<file path="src/rtl/da_bit_slicer.sv">
// Bit-slice front end for the distributed-arithmetic core: takes TAPS parallel words and
// streams one TAPS-bit LUT address per cycle, LSB column first, flagging first/sign slices.
module da_bit_slicer #(
  parameter int unsigned TAPS  = 4,
  parameter int unsigned WIDTH = 4
) (
  input  logic                    clk_80,
  input  logic                    rst_80,
  input  logic                    in_valid_80,
  output logic                    in_ready_80,
  input  logic [TAPS*WIDTH-1:0]   in_data_80,
  output logic                    slice_valid_80,
  input  logic                    slice_ready_80,
  output logic [TAPS-1:0]         slice_80,
  output logic                    slice_first_80,
  output logic                    slice_last_80,
  output logic                    busy_80
);

  localparam int unsigned CntW = (WIDTH > 1) ? $clog2(WIDTH) : 1;
  localparam logic [CntW-1:0] CntLast = CntW'(WIDTH - 1);

  typedef enum logic [0:0] {StIdle, StShift} state_e;

  state_e           state_q, state_d;
  logic [CntW-1:0]  cnt_q, cnt_d;
  logic [WIDTH-1:0] word_q [TAPS];
  logic [WIDTH-1:0] word_d [TAPS];
  logic             at_last;
  logic             load;
  logic             shift;

  assign at_last = (cnt_q == CntLast);

  always_comb begin
    state_d     = state_q;
    cnt_d       = cnt_q;
    in_ready_80 = 1'b0;
    load        = 1'b0;
    shift       = 1'b0;
    for (int k = 0; k < TAPS; k++) begin
      word_d[k] = word_q[k];
    end

    case (state_q)
      StIdle: begin
        in_ready_80 = 1'b1;
        if (in_valid_80) begin
          load    = 1'b1;
          state_d = StShift;
        end
      end
      StShift: begin
        if (slice_ready_80) begin
          if (!at_last) begin
            shift = 1'b1;
            cnt_d = cnt_q + CntW'(1);
          end else begin
            // Sign slice consumed: take the next frame now for zero-bubble streaming.
            in_ready_80 = 1'b1;
            if (in_valid_80) begin
              load = 1'b1;
            end else begin
              state_d = StIdle;
            end
          end
        end
      end
      default: state_d = StIdle;
    endcase

    if (rst_80) begin
      in_ready_80 = 1'b0;
      load        = 1'b0;
    end

    if (load) begin
      cnt_d = '0;
    end
    for (int k = 0; k < TAPS; k++) begin
      if (load) begin
        word_d[k] = in_data_80[k*WIDTH +: WIDTH];
      end else if (shift) begin
        word_d[k] = word_q[k] >> 1;
      end
    end
  end

  always_ff @(posedge clk_80) begin
    if (rst_80) begin
      state_q <= StIdle;
      cnt_q   <= '0;
      for (int k = 0; k < TAPS; k++) begin
        word_q[k] <= '0;
      end
    end else begin
      state_q <= state_d;
      cnt_q   <= cnt_d;
      for (int k = 0; k < TAPS; k++) begin
        word_q[k] <= word_d[k];
      end
    end
  end

  // All outputs derive from registers only; slice is masked so IDLE shows zero.
  always_comb begin
    busy_80        = (state_q == StShift);
    slice_valid_80 = busy_80;
    slice_first_80 = busy_80 && (cnt_q == '0);
    slice_last_80  = busy_80 && at_last;
    for (int k = 0; k < TAPS; k++) begin
      slice_80[k] = busy_80 & word_q[k][0];
    end
  end

endmodule

</file>
<file path="config.mk">
export PLATFORM = sky130hd
export DESIGN_NAME = da_bit_slicer
export DESIGN_NICKNAME = d
export VERILOG_FILES = /design/src/rtl/da_bit_slicer.sv
export SDC_FILE = /design/constraint.sdc
export NUM_CORES = 1
export LEC_CHECK = 0
export ABC_AREA = 1
export CORE_UTILIZATION = 51
export DETAILED_ROUTE_END_ITERATION = 6
export MAX_ROUTING_LAYER = met4
export PLACE_DENSITY = 0.88
export SLEW_MARGIN = 20
export SYNTH_ARGS = -nofsm -noshare
export SYNTH_HDL_FRONTEND = slang
export SYNTH_SLANG_ARGS = --single-unit
</file>
<file path="constraint.sdc">
create_clock -name clk_80 -period 2.4 [get_ports clk_80]
set_clock_uncertainty 0.1 [all_clocks]
set_input_delay 0.48 -clock clk_80 [delete_from_list [all_inputs] [get_ports clk_80]]
set_output_delay 0.48 -clock clk_80 [all_outputs]
set_load 0.01 [all_outputs]
</file>
## Word level (Yosys, flattened, before mapping)

Memory sizes are Yosys's and may differ from the RTL's.
Index checks and enable logic that the tools add are counted.

- Add/subtract/negate cells: 1
- Equal/unequal tests: 1
- Muxes and demuxes: 30
- Bitwise logic cells: 10
- Reduce and logical (&&, ||, !) cells: 5

Operator list:

| cell | count |
|---|---|
| $mux W4 | 12 |
| $mux W1 | 15 |
| $pmux W1 S2 | 3 |
| $and A1 B1 Y1 | 4 |
| $or A1 B1 Y1 | 4 |
| $reduce_and A3 Y1 | 1 |
| $add A2 B1 Y2 const B | 1 |
| $eq A2 B2 Y1 const B | 1 |
| $logic_and A1 B1 Y1 | 2 |
| $logic_not A2 Y1 | 1 |
| $not A1 Y1 | 2 |
| $reduce_or A2 Y1 | 1 |

- Bits in registers: 3
- RAM bits: 16
- Input port bits: 20
- Output and inout bits: 9
- Word-level logic and storage cells: 50
- Memories: 1

Memory list:

| memory | depth | width | rd ports | clocked after Yosys merged registers in | write ports | line | RTL |
|---|---|---|---|---|---|---|---|
| word_q | 4 | 4 | 4 | 0 | 4 | 27 | `logic [WIDTH-1:0] word_q [TAPS];` |

## Logic depth before layout (Yosys ltp)

Gate-level depths: netlist (run 1).

- Depth in word-level cells: 7
- Gate-level depth with buffers: 8
- Mapped depth without buffers: 8

## Least setup slack after synthesis (run 1)

No wires, ideal clock.

- Path type: register -> output
- From: register state_q, in the netlist busy_80
- To: output port slice_80[0]
- Data arrival time: 952 ps
- Required time: 1820 ps
- Path slack: 868 ps
- Cell stages (with the launch flop): 5
- Buffers on the path: 2
- Cell sequence: dfxtp_1 > buf_2 > buf_2 > nand2_1 > inv_1

- Word-level cells in the longest chain between the ends: 1

RTL lines:

| what | line | RTL |
|---|---|---|
| start: declaration | 25 | `state_e state_q, state_d;` |
| start signal: assignment | 91 | `state_q <= StIdle;` |
| start signal: assignment | 97 | `state_q <= state_d;` |
| $and A1 B1 Y1 | 112 | `slice_80[k] = busy_80 & word_q[k][0];` |
| end: declaration | 14 | `output logic [TAPS-1:0] slice_80,` |

Every way passes these cells.

## Worst setup path in the final report (run 1)

- From: register cnt_q[0]
- To: output port slice_last_80

- Word-level cells in the longest chain between the ends: 2

RTL lines:

| what | line | RTL |
|---|---|---|
| start: declaration | 26 | `logic [CntW-1:0] cnt_q, cnt_d;` |
| start signal: assignment | 98 | `cnt_q <= cnt_d;` |
| $eq A2 B2 Y1 | 33 | `assign at_last = (cnt_q == CntLast);` |
| $logic_and A1 B1 Y1 | 110 | `slice_last_80 = busy_80 && at_last;` |
| end: declaration | 16 | `output logic slice_last_80,` |

Every way passes these cells.

==> impl.org, run 1 <==
** Final layout
- In the final layout, flip-flops and latches occupy 382 um^2.
- Relative to the synthesized area, the layout overhead comes to 30.5%.
- Number of inserted filler cells in the final layout :: 159
- The number of antenna diodes in the final layout is 0.
- Area occupied by multi-input gates :: 546 um^2
- In the final design database the tool counted 213 nets.
- Number of cells in the finished layout apart from fillers :: 217
- Fraction of layout instances using a drive strength above 1 :: 0.0895
- Measured on the finished design, the core utilization comes to 0.719.

** Logic synthesis
- Yosys instantiated no cell more often than nand2_1.
- A synthesized cell averages 6.70 um^2.
- Gate Count Post-Synth :: 163
- Number of enable-type register cells in the synthesized netlist :: 0
- Fraction of post-synthesis cell area in the top cell type by area :: 0.348
- Net count after synthesis :: 185
- The commonest cells after synthesis are nand2_1 (37), inv_1 (26), nand4_1 (24).
- In this run, distinct cell masters in the synthesized netlist total 19.
- The synthesized design contains 19 register bits.
- Post-synthesis async set-or-reset flop share :: 0
- The mapped netlist covers 1090 um^2.
- Sequential-to-total area share from yosys stat :: 0.348
- By area the synthesized netlist is led by dfxtp_1 (35%), nand4_1 (14%), nand2_1 (13%).
- Area leader, netlist :: dfxtp_1
- Most common flop cell mapped by yosys :: dfxtp_1
- Yosys Warn Count :: 0

** Floorplan
- Chip height :: 48.3 um
- 29 I/O pins were placed.
- Starting utilization of the core area :: 0.551
- The die covers 2330 um^2.
- Standard-cell rows :: 16
- Core area :: 1980 um^2
- Die width :: 48.3 um

** STA
- Fin crit period :: 2.14 ns
- Measured against its own limit, the worst slew margin works out to 0.733.
- Dividing the final minimum period by the clock period gives 0.892.
- For this run, the top clock speed supported by timing is 467 MHz.
- The final max-slew violation count came to 0.
- Setup violations remaining at the end of the flow were counted as 0.
- The final hold violation count was 0.
- Actual transition at the worst max-transition pin :: 0.399 ns
- Setup repair after global routing left no endpoint under its margin.

** Outcome
- Result of the run :: finished, final reports clean

** Pwr
- Of the total power, the share spent switching nets is 0.297.
- The analysis attributes to cell leakage a power of 0.671 nW.
- VDD sags by at most 0.000317 V.
- Gate power share :: 0.219
- Sequential power share :: 0.525
- PD cells :: 468 nW/um^2
- Summed over all nets, the switching power comes to 198 uW.
- Clock network fraction of design power :: 0.257
- The internal portion of the total power is 470 uW.

** Setup path
- On the critical path, the stage with the largest delay is an instance of clkdlybuf4s50_1.
- Critical path startpoint category :: register
- Critical Path, Cell by Cell :: ha_1 > nand2_1 > inv_1 > clkdlybuf4s50_1
- STA puts the critical path data required time at 1.82 ns.
- Counting both buffers and inverters, the worst setup path holds a total of 2.
- Critical Path End Type :: output pin
- For this run, the slowest stage of the critical path takes 0.52 ns.
- The worst setup path is of the register to output pin kind.
- Data arrival time at the worst-slack endpoint :: 1.56 ns
- R2R setup slack :: 0.63 ns
- CP max FO :: 3
- CP delay by family, top :: buffers and inverters

** Clocking
- CTS built an H-tree with a depth of 1.
- Root Buffer :: clkbuf_4
- Clock tree synthesis inserted a total of 3 buffers.
- Number of clock sinks :: 19
- Maximum clock insertion buffer count :: 2
- Worst-skew pair later-pin latency :: 0.31 ns
- Clock tree from TritonCTS :: yes
- Number of setup buffers added after CTS :: 0
- Clock-pin slew was measured on the worst setup and hold paths at 0.12 ns.

** Placement
- Global placer's final weighted congestion :: 0.823
- Half-perimeter wire length after placement :: 1.85 mm
- Count of placed standard cells including taps :: 213
- I/O Buffers :: 28

** GRT
- GR Overflow Total :: 0
- Pin count of the biggest net entering global routing :: 29
- The number of global-route vias before repair came to 943.
- The first global-routing pass estimated 4.00 mm of wire.
- Initial antenna violation count :: 0
- Overall Global Routing Usage :: 0.257

** Routing
- Routed length per placed instance :: 11.9 um
- For this block, wires on met1 add up to 1.07 mm.
- Number of vias per cell :: 5.33
- The detailed router used layers up to and including met4.
- Final wirelength :: 2.59 mm
- Detailed routing inserted a total of 1,157 vias.
- In the routed design, unresolved DRC markers number 0.
- Initial DRC count :: 48
- The count of nets left with antenna violations once routing finished came out at 0.
- The first detailed-routing pass took 4 iterations.
- Detailed-routed wire length on met3 :: 72 um
- Length of routed met2 wiring :: 1.41 mm

** Worst hold path
- Class of the most critical hold timing path :: register to register

** Run
- The tool flagged a number of max-cap violations equal to 0.
cell usage in the layout, fill, tap and decap left out:
cell type        synthesis  layout
xor2_1                   1       1
dfxtp_2                  0       1
dfxtp_1                 19      18
ha_1                     2       2
dlygate4sd2_1            0       1
nand3_1                 16      16
clkdlybuf4s50_1          0      27
nand3_2                  1       1
nand2_2                  1       1
clkinv_2                 0       1
nand4_1                 24      24
o21ai_0                  1       1
buf_4                    1       8
nor2_2                   1       1
nor3_1                   1       1
nor2_1                   2       2
clkbuf_4                 0       3
nand2_1                 37      37
a21oi_1                 17      17
inv_1                   26      26
nand3_4                  1       1
metal layers:
metal,GRT usage,vias to the layer above
met1,0.299,534
met4,0.0833,0
met5,-,-
met3,0.0222,7
li1,-,591
met2,0.461,25
registers in the layout, indices dropped and copies added, names as in the netlist:
signal	count
word_q	16
busy_80	1
cnt_q	2
kinds of logic after synthesis:
| family | Yosys count | share of synthesized area |
|---|---|---|
| AO/OA/AOI/OAI | 18 | 0.0825 |
| XOR/XNOR | 1 | 0.00802 |
| adder cells (fa/ha/maj) | 2 | 0.0229 |
| buffers and inverters | 39 | 0.152 |
| flip-flops | 19 | 0.348 |
| AND/OR/NAND/NOR | 84 | 0.386 |
repair_timing:
item                       in CTS  in global routing
resized for setup               1                  1
setup endpoints to repair       1                  2
hold endpoints to repair        0                  0
hold buffers                    0                  0
worst reg2reg max path: stages (launching register included):
cell and delay (ns):
dfxtp_1 0.39, ha_1 0.21, nand2_1 0.07, nand2_2 0.07, buf_4 0.20, nand3_4 0.27, nand2_1 0.17, nand2_1 0.07
a21oi_1 0.15
final cells by class:
class,count,share of cell area
multi-input cells,105,0.383
flip-flops and latches,19,0.268
repair buffers,36,0.238
inverters,26,0.0685
well taps,27,0.0237
clock buffers,3,0.0158
clock inverters,1,0.00351
path summary, 6_finish.rpt:
kind	to	cells past startpoint	startpoint
max	slice_last_80	4	cnt_q[0]
min	word_q[1][0]	2	word_q[1][0]
max reg2reg	word_q[3][2]	8	cnt_q[0]
min reg2reg	word_q[1][0]	2	word_q[1][0]
metrics by stage:
| step | hold slack, ns | setup WS (ns) | TNS (ns) | total power, mW | instance area (um^2) |
|---|---|---|---|---|---|
| 3_5_place_dp | 0.379 | -0.0153 | -0.0153 | 0.504 | 1400 |
| 5_1_grt | 0.413 | 0.205 | 0 | 0.699 | 1430 |
| 2_1_floorplan | 0.358 | 0.868 | 0 | 0.436 | 1090 |
| 3_3_place_gp | 0.371 | 0.0200 | 0 | 0.497 | 1400 |
| 6_report | 0.393 | 0.260 | 0 | 0.668 | 1430 |
| 4_1_cts | 0.395 | 0.110 | 0 | 0.667 | 1420 |
power by group through the flow:
stage	sequential [mW]	combinational (mW)	clock, mW
after floorplan	0.351	0.0847	0
after global placement	0.356	0.141	0
after detailed placement	0.357	0.147	0
after CTS	0.350	0.147	0.170
after global routing	0.353	0.161	0.185
final	0.350	0.146	0.171
Note: power is estimated with default switching activity, not from simulation.
==> run 2, diff against run 1 <==
--- a/config.mk
+++ b/config.mk
@@ -10,6 +10,7 @@
 export DETAILED_ROUTE_END_ITERATION = 6
 export MAX_ROUTING_LAYER = met4
 export PLACE_DENSITY = 0.88
+export SKIP_LAST_GASP = 1
 export SLEW_MARGIN = 20
 export SYNTH_ARGS = -nofsm -noshare
 export SYNTH_HDL_FRONTEND = slang
==> results of run 2 <==
No change in the layout: final DEF, timing and power equal those of run 1.
==> run 3, diff against run 2 <==
--- a/config.mk
+++ b/config.mk
@@ -6,6 +6,7 @@
 export NUM_CORES = 1
 export LEC_CHECK = 0
 export ABC_AREA = 1
+export CORE_MARGIN = 2
 export CORE_UTILIZATION = 51
 export DETAILED_ROUTE_END_ITERATION = 6
 export MAX_ROUTING_LAYER = met4
==> run 3 against run 2 <==
  * Setup slack worse by 0.074 ns
  * Register-to-register slack improved by 0.09 ns
  * Flip-flop and latch count stayed put
  * Maximum frequency is 3.4% lower
  * Core utilization is 0.063 points higher
  * Via count is 1.3% higher
  * Sequential power about the same
  * Die area is 8.5% higher
  * Highest routed layer unchanged
==> impl.org, run 3 (synthesis gave the netlist of run 1 again) <==
** Floorplan
- Starting utilization of the core area :: 0.551 (unchanged)
- The number of core rows was 16 (unchanged).
- Chip height :: 50.3 um (was 48.3 um)
- Top Ports :: 29 (unchanged)
- Overall die area :: 2530 um^2 (was 2330 um^2)
- The floorplan core area came to 1980 um^2 (unchanged).
- The x dimension of the die was 50.3 um (was 48.3 um).

** Setup path
- Cell depth of the worst flop-to-flop path :: 8 (unchanged)
- CP max FO :: 10 (was 3)
- Reg2Reg Capture Point :: word_q[1][2] (was word_q[3][2])
- Critical Path, Cell by Cell :: buf_4 > nand2_1 > inv_1 > clkdlybuf4s50_1 (was ha_1 > nand2_1 > inv_1 > clkdlybuf4s50_1)
- CP delay by family, top :: buffers and inverters (unchanged)
- Required arrival time at the worst endpoint :: 1.82 ns (about the same)
- R2R setup slack :: 0.72 ns (was 0.63 ns)
- The longest individual stage delay on the worst path is 0.52 ns (about the same).
- Class of the most critical setup path :: register to output pin (unchanged)
- The origin of the critical flop-to-flop path is cnt_q[0] (unchanged).
- The arrival time of the worst setup path came to 1.63 ns (was 1.56 ns).
- The master of the slowest instance on the critical path was clkdlybuf4s50_1 (unchanged).
- The kind of start point of the critical path is a register (unchanged).
- The sum of buffers and inverters on the critical path is 3 (was 2).
- Critical Path End Type :: output pin (unchanged)

** Worst hold path
- Endpoint of the worst hold-timing path :: word_q[3][3] (was word_q[1][0])
- Class of the most critical hold timing path :: register to register (unchanged)
- Startpoint of the worst hold path :: word_q[3][3] (was word_q[1][0])
- The cell count of the worst hold path came to 2 (unchanged).

** Pwr
- Switching power of the nets :: 191 uW (was 198 uW)
- Clock network fraction of design power :: 0.253 (was 0.257)
- The combinational share of power was 0.224 (was 0.219).
- The power share of the sequential group came to 0.523 (was 0.525).
- Overall power consumption :: 664 uW (was 668 uW)
- The cell-internal power is 472 uW (was 470 uW).
- The share of total power consumed by net switching is 0.288 (was 0.297).
- The worst voltage drop across the vdd grid was 0.000340 V (was 0.000317 V).
- The power per cell area is 465 nW/um^2 (was 468 nW/um^2).
- Leakage power summed over all cells :: 0.678 nW (was 0.671 nW)

** Clocking
- The latest clock arrival within the worst-skew pair is 0.30 ns (was 0.31 ns).
- The CTS sink count is 19 (unchanged).
- Level count of the clock H-tree :: 1 (unchanged)
- Maximum clock insertion buffer count :: 2 (unchanged)
- The CTS tree is yes (unchanged).
- Inserted Clock Buffers :: 3 (unchanged)
- Root Buffer :: clkbuf_4 (unchanged)
- The clock-pin slew of the registers on the worst-case setup and hold paths came to 0.11 ns (was 0.12 ns).

** GRT
- Initial antenna violation count :: 0 (unchanged)
- Number of global-route vias before repair :: 1,083 (was 943)
- First-pass GRT wire length :: 4.44 mm (was 4.00 mm)
- Pin count of the biggest net entering global routing :: 29 (unchanged)
- The global router's overall resource usage is 0.231 (was 0.257).
- GR Overflow Total :: 0 (unchanged)

** STA
- Sum Neg Setup Slack :: 0 ns (unchanged)
- The final hold violation count was 0 (unchanged).
- Fin crit period :: 2.21 ns (was 2.14 ns)
- The transition time at the pin with the least slew margin is 0.397 ns (was 0.399 ns).
- Final period util :: 0.922 (was 0.892)
- RSZ-0062 raised after global routing :: no (unchanged)
- The final critical-path setup slack was 0.186 ns (was 0.260 ns).
- The final-report setup violation count was 0 (unchanged).
- The relative slew slack was 0.735 (was 0.733).
- The upper clock frequency limit came to 452 MHz (was 467 MHz).
- Pins Over Slew Limit :: 0 (unchanged)

** Placement
- The number of cells in the design after placement came to 213 (unchanged).
- The placer's final routability congestion estimate came to 0.818 (was 0.823).
- The total of buffers placed on input and output ports is 28 (unchanged).
- The total half-perimeter wirelength after legalization and detailed placement came to 1.85 mm (about the same).
- The worst setup slack after placement is 0.0293 ns (was -0.0153 ns).

** Run
- The reported max-cap violation count was 0 (unchanged).

** Routing
- The via count is 1,172 (was 1,157).
- The total iterations of the first detailed-routing run is 4 (unchanged).
- The count of unresolved DRC violations after routing came to 0 (unchanged).
- The average wire length per cell after detail routing came to 12.0 um (was 11.9 um).
- Number of vias per cell :: 5.40 (was 5.33)
- The DRC violation total after the first TritonRoute iteration came to 38 (was 48).
- Final wirelength :: 2.60 mm (was 2.59 mm)
- Number of antenna-violating nets in the routed design :: 0 (unchanged)

** Outcome
- Result of the run: finished, final reports clean (unchanged).

** Final layout
- Number of flip-flops in the largest register :: 16 (unchanged)
- Core utilization of the finished layout :: 0.720 (was 0.719)
- Number of cells in the finished layout apart from fillers :: 217 (unchanged)
- The fraction of layout cells with a size suffix above 1 came to 0.0789 (was 0.0895).
- Ant diodes :: 0 (unchanged)
- Leading cell type in the layout, fill and taps excluded :: nand2_1 (unchanged)
- Synthesis-to-layout area growth :: 30.6% (was 30.5%)
- Nets@finish :: 213 (unchanged)
- Reg with most FFs :: word_q (unchanged)
- Top library cells by usage in the layout, fill and taps aside :: nand2_1 (37), clkdlybuf4s50_1 (27), inv_1 (26) (unchanged)
-- run 3: cell types whose count changed in the layout (fill, tap and decap cells not counted) --
| cell | change |
|---|---|
| dlymetal6s2s_1 | +1 |
| clkbuf_1 | +1 |
| dfxtp_2 | -1 |
| dfxtp_1 | +1 |
| dlygate4sd2_1 | -1 |
| clkinv_2 | -1 |
-- run 3: per-layer routing --
metal	part of all wire	GRT usage
met1	0.44	0.256
met2	0.52	0.419
met3	0.036	0.0387
met4	0.013	0.0741
met5	0	-
-- run 3: power groups by stage --
stage | Clock, mW | Sequential, mW | Combinational [mW]
floorplan | 0 | 0.351 | 0.0847
global placement | 0 | 0.353 | 0.144
detailed placement | 0 | 0.354 | 0.149
CTS | 0.174 | 0.347 | 0.149
global route | 0.186 | 0.349 | 0.165
finish | 0.168 | 0.347 | 0.149
-- run 3: what timing repair did --
| action | 4_1_cts | 5_1_grt |
|---|---|---|
| hold buffers | 0 | 0 |
| resized for setup | 0 | 1 |
| endpoints found under the setup margin | 0 | 1 |
| setup buffers | 0 | 0 |
-- run 3: worst min-delay path, cell delays in order (launching register included) --
cell and delay [ns]:
dfxtp_1 0.33, nand3_1 0.07, a21oi_1 0.05
-- run 3: layout make-up --
| cell class | instances | area (um^2) |
|---|---|---|
| Sequential cell | 19 | 380 |
| Tap cell | 27 | 33.8 |
| Clock buffer | 4 | 26.3 |
| Inverter | 26 | 97.6 |
| Fill cell | 156 | 556 |
| Multi-Input combinational cell | 105 | 546 |
| Timing Repair Buffer | 36 | 343 |
-- run 3: how the worst max path moves through the flow --
stage / cells after the start / slack [ns] / start / endpoint
6_report: 4 / 0.19 / busy_80 / slice_80[2]
2_1_floorplan: 4 / 0.87 / busy_80 / slice_80[0]
3_5_place_dp: 6 / 0.03 / slice_ready_80 / in_ready_80
4_1_cts: 6 / 0.01 / slice_ready_80 / in_ready_80
3_3_place_gp: 6 / 0.04 / slice_ready_80 / in_ready_80
5_1_grt: 4 / 0.08 / busy_80 / slice_80[3]
-- run 3: metrics by stage --
stage	hold WS, ns	area (um^2)
2_1_floorplan	0.358	1090
3_3_place_gp	0.371	1400
3_5_place_dp	0.378	1400
4_1_cts	0.393	1420
5_1_grt	0.417	1430
6_report	0.388	1430
